--- src/rtl/register_file.sv ---
// -----------------------------------------------------------------------------
// register_file
//
// Architectural register file for the MIPS decode stage. It has one write
// port and two independent combinational read ports (rs / rt). Entry 0 is
// hardwired to zero.
//
// When the bypass parameter is set, a write in the current cycle is forwarded
// to any read port addressing the same entry in that same cycle.
//
// Parameters
//   width       data width of each entry
//   depth       number of entries (entry 0 always reads 0)
//   addr_width  address width, 2**addr_width >= depth
//   bypass      1: forward same-cycle write data to reads, 0: stored value only
//
// Ports
//   Clock        in   rising-edge clock
//   Reset        in   synchronous active-high, clears every entry
//   WriteEnable  in   commit WriteData to WriteAddr at the next rising edge
//   WriteAddr    in   destination entry
//   WriteData    in   value to write
//   ReadAddr1    in   read port 1 address (rs)
//   ReadData1    out  read port 1 data, combinational
//   ReadAddr2    in   read port 2 address (rt)
//   ReadData2    out  read port 2 data, combinational
// -----------------------------------------------------------------------------
module register_file #(
    parameter int width      = 32,
    parameter int depth      = 32,
    parameter int addr_width = 5,
    parameter int bypass     = 1
) (
    input  logic                  Clock,
    input  logic                  Reset,
    input  logic                  WriteEnable,
    input  logic [addr_width-1:0] WriteAddr,
    input  logic [width-1:0]      WriteData,
    input  logic [addr_width-1:0] ReadAddr1,
    output logic [width-1:0]      ReadData1,
    input  logic [addr_width-1:0] ReadAddr2,
    output logic [width-1:0]      ReadData2
);

    // One extra bit so that depth == 2**addr_width still fits in the limit.
    localparam logic [addr_width:0] depth_lim = (addr_width + 1)'(depth);

    logic [width-1:0] mem [depth];

    logic write_hit;
    logic read1_valid;
    logic read2_valid;

    // An address is usable only if it is not $zero and falls inside the array.
    function automatic logic addr_usable(input logic [addr_width-1:0] addr);
        return (addr != '0) && ({1'b0, addr} < depth_lim);
    endfunction

    // Reset is deliberately not part of write_hit: the bypass forwards a
    // reset-cycle write for that one cycle, and the reset branch of the
    // storage process still drops it at the edge.
    assign write_hit   = WriteEnable && addr_usable(WriteAddr);
    assign read1_valid = addr_usable(ReadAddr1);
    assign read2_valid = addr_usable(ReadAddr2);

    always_ff @(posedge Clock) begin
        if (Reset) begin
            for (int i = 0; i < depth; i++) begin
                mem[i] <= '0;
            end
        end else if (write_hit) begin
            mem[WriteAddr] <= WriteData;
        end
    end

    // Both ports share the same selection rule so they always agree when
    // they address the same entry, bypass case included.
    always_comb begin
        ReadData1 = '0;
        if (read1_valid) begin
            if ((bypass != 0) && write_hit && (WriteAddr == ReadAddr1)) begin
                ReadData1 = WriteData;
            end else begin
                ReadData1 = mem[ReadAddr1];
            end
        end
    end

    always_comb begin
        ReadData2 = '0;
        if (read2_valid) begin
            if ((bypass != 0) && write_hit && (WriteAddr == ReadAddr2)) begin
                ReadData2 = WriteData;
            end else begin
                ReadData2 = mem[ReadAddr2];
            end
        end
    end

endmodule
--- config.mk ---
export PLATFORM = sky130hd
export DESIGN_NAME = register_file
export DESIGN_NICKNAME = d
export VERILOG_FILES = /design/src/rtl/register_file.sv
export SDC_FILE = /design/constraint.sdc
export NUM_CORES = 2
export LEC_CHECK = 0
export ABC_CLOCK_PERIOD_IN_PS = 2400
export BUFFER_PORTS_ARGS = -buffer_cell sky130_fd_sc_hd__clkbuf_2
export CORE_MARGIN = 4
export CORE_UTILIZATION = 50
export DETAILED_ROUTE_END_ITERATION = 8
export PLACE_DENSITY_LB_ADDON = 0.12
export SLEW_MARGIN = 20
export SYNTH_ARGS = -nofsm -noshare
export SYNTH_HDL_FRONTEND = slang
export SYNTH_SLANG_ARGS = --single-unit
--- constraint.sdc ---
create_clock -name Clock -period 2.4 [get_ports Clock]
set_input_delay 0.12 -clock Clock [delete_from_list [all_inputs] [get_ports Clock]]
set_output_delay 0.12 -clock Clock [all_outputs]
set_load 0.01 [all_outputs]
; ---- Yosys cells after proc, flatten, opt, wreduce, memory -nomap -nowiden
; Memory sizes are Yosys's and may differ from the RTL's.
; Index checks and enable logic that the tools add are counted.
[word_totals]
reg_bits = 0
ram_bits = 1024
input_bits = 50
output_inout_bits = 64
elab_cells = 22
n_memories = 1
[op_classes]
eq_ne = 2
muxes = 12
reduce_logical = 7
[mem_list]
columns = memory, words, word_bits, rd, rd_ports_with_merged_regs, wr, line_no
row1 = mem, 32, 32, 2, 0, 32, 48  ; logic [width-1:0] mem [depth];
[op_table]
columns = operator, n
row1 = two-way mux 32 bit, 5
row2 = OR reduction 32 bit, 1
row3 = nonzero test 5 bit, 3
row4 = == test 5 bit, 2
row5 = two-way mux 1 bit, 6
row6 = two-way mux 5 bit, 1
row7 = logical AND 1 bit, 3

; ---- Depth between registers and ports, before layout
[logic_depth]
depth_word = 7
depth_mapped = 10
depth_no_buf = 5

; ---- Worst setup path before layout
; OpenSTA, ideal clock, no wires.
[synth_path]
path_kind = input -> register
startpoint = input WriteAddr[2]
endpoint = memory mem[8][0] (enable)
arrival_ns = 1.741
t_required_ns = 2.070
path_slack_ns = 0.329
stages = 7
path_buffers = 3
cell_sequence = buf_2 or3_1 buf_4 nand3b_1 buf_2 nor2_1 or2_2
[synth_lines]
columns = item, line_no
row1 = "start, declared", 37  ; input logic [addr_width-1:0] WriteAddr,
row2 = "end, declared", 48

==> metrics.yaml <==
die:
  die_height_um: 341.8
  fp-row-count: 122
  die_x_um: 341.8
  die_area_um2: 116900
  io_pins: 114
  initial_core_util_pct: 50.35
  coreArea_um2: 110700
sta:
  fin_tns_setup_ns: -11.20
  setup_slack_ns: -0.4893
  finalMaxSlewViolations: 0
  fmax_ghz: 0.3461
  layout_min_cycle_time_ns: 2.889
  rsz0062_at_grt: "yes"
  slew_headroom_pct: 46.41
  worstMarginPinSlew_ns: 0.8039
  timing.hold.ws_ns: 0.05077
  hold_viol: 0
  setup_viol_count_final: 63
  post-route-period-util_pct: 120.4
synthesis:
  synthTopCellsByArea: "edfxtp_1 55%, mux4_2 14%, and2_1 11%"
  synth_flop_cell: "edfxtp_1"
  yosys_warnings: 0
  synth_top_cell_by_area: "edfxtp_1"
  async_flop_share_pct: 0
  syn_area_per_cell_um2: 14.22
  yosysUniqueCellTypes: 70
  syn_inst: 3918
  synth_edf_count: 1024
  yosysSeqAreaShare_pct: 55.18
  yosysTopAreaCellShare_pct: 55.18
  ys_ff_latch: 1024
  syn-cell-area_um2: 55720
power_and_ir_drop:
  powerDensity_nw_per_um2: 681.3
  p_total_mw: 45.14
  peakVddDrop_mv: 0.6289
  power.leakage_nw: 24.09
setup_path:
  arrival_ns: 2.77
  crit_path_top_delay_cell: "mux4_4"
  path_max_fanout: 2
  crit_required_ns: 2.28
  cp-endpoint: "ReadData2[16]"
  crit_start: "mem[27][16]"
  crit_path_max_incr_delay_ns: 0.60
  path_cells: "mux4_4 -> mux4_2 -> nor2b_1 -> a211o_1 -> clkbuf_2"
  worst_setup_path_end_kind: "output pin"
  worstSetupPathType: "reg2out"
  worstSetupStartpointType: "flip-flop"
clock_network:
  root_buffer: "clkbuf_16"
  cts.sinks: 1024
  cts_tree: "yes"
  cts-htree-levels: 3
  cts_buffers: 114
  cts.clk_slew.worst_paths_ns: 0.06
  cts_max_path_buffers: 3
job:
  cap_violations: 0
grt:
  grt_pass1_wl_um: 297000
  grt_usage_pct: 36.38
  grt-ovfl-total: 0
  grt_max_degree: 42
  antenna_found_initial: 11
  grt_pass1_vias: 38221
outcome:
  violations: "setup timing"
  run_status: "finished, violations left"
routing:
  final_antenna_net_count: 0
  wl_um: 213300
  vias: 38779
  drtPass1Iterations: 6
  drtIter0Drc: 6080
  wl_per_cell_um: 36.99
  vias_per_cell: 6.724
  drc: 0
min_path:
  hp-class: "in2reg"
  hold_path_depth: 2
  worstHoldStart: "Reset"
final_layout:
  nNetsFinal: 4237
  layout_common_cells: "1,024 x edfxtp_1, 961 x and2_1, 359 x mux4_2"
  drive_gt1_share_pct: 32.42
  area_growth_pct: 18.90
  layout_commonest_cell: "edfxtp_1"
  reg_top3: "mem (1024)"
  top_register: "mem"
  stdcell_count: 5767
  largest_reg_flops: 1024
place:
  dpl.hpwl_um: 135700
  dp_cells: 5541
  gp_congestion: 0.9284
  post-place-ws_ns: -0.2635
  port_buffers: 113
## worst max-delay path: cells and delay by family (launching register included)
family | cells | cell delay, ns
compound gates | 1 | 0.29
buf+inv | 1 | 0.16
flops | 1 | 0.40
mux | 2 | 1.06
simple gates | 1 | 0.14
## logic make-up (layout without fill, tap and decap cells)
kind of cell | count (synthesis) | count (layout) | share of synthesized area [%]
and+or+nand+nor | 1297 | 1297 | 13.70
DFF | 1024 | 1024 | 55.18
muxes | 736 | 736 | 21.61
AOI/OAI and AO/OA | 427 | 427 | 5.771
buffers and inverters | 423 | 749 | 3.577
xor gates and xnor gates | 10 | 10 | 0.1572
other | 1 | 36 | 0.006730
## metrics by stage
stage | utilization (%) | area (µm²)
after CTS | 59.36 | 65690
after floorplan | - | 55840
after global placement | 55.22 | 61110
after global routing | 59.86 | 66240
final | 59.87 | 66250
after detailed placement | 55.23 | 61120
## how the worst min path moves through the flow
stage	end	slack (ns)
after floorplan	mem[1][31]	0.32
after global placement	mem[22][24]	0.53
after detailed placement	mem[22][24]	0.55
after CTS	mem[0][0]	0.01
after global routing	mem[0][23]	0.04
final	mem[0][0]	0.05
## routing by layer
layer  global-route usage, %  wire, µm
met1                   50.34     78680
met2                   55.74     96140
met3                   8.428     27140
met4                   15.38     11340
met5                       0         0
## layout make-up
cell class	count	area [µm²]
Fill cell	8458	44410
Sequential cell	1024	30750
Multi-Input combinational cell	2502	24640
Timing Repair Buffer	541	5419
Clock buffer	136	3042
Tap cell	1488	1862
Clock inverter	68	521.8
Inverter	4	15.01
Antenna cell	4	10.01
## synthesized netlist by cell type (27+ instances only)
cell type,instances
a32o_1,32
o221ai_1,33
nor3_1,42
a211oi_1,45
a21oi_1,81
mux2i_1,334
buf_6,31
nor2_1,59
a221oi_1,35
buf_2,62
mux2_2,35
o22ai_1,37
clkbuf_1,293
a22oi_1,66
mux4_2,356
o21ai_0,27
edfxtp_1,1024
or2_2,34
and2_1,962
nand2_1,130
## power by group
| group | total (mW) | switching (mW) | internal [mW] |
|---|---|---|---|
| clock | 17.1 | 7.33 | 9.78 |
| sequential | 21.2 | 0.498 | 20.7 |
| combinational | 6.86 | 3.91 | 2.96 |
| total | 45.1 | 11.7 | 33.4 |
## repair_timing
action | 4_1_cts | 5_1_grt
hold endpoints to repair | 13 | 0
gates resized for setup | 232 | 118
hold buffers | 5 | 0
setup buffers | 9 | 9
gates cloned | 0 | 0
pin swaps | 104 | 57
endpoints found under the setup margin | 64 | 64
Note: power is estimated with default switching activity, not from simulation.
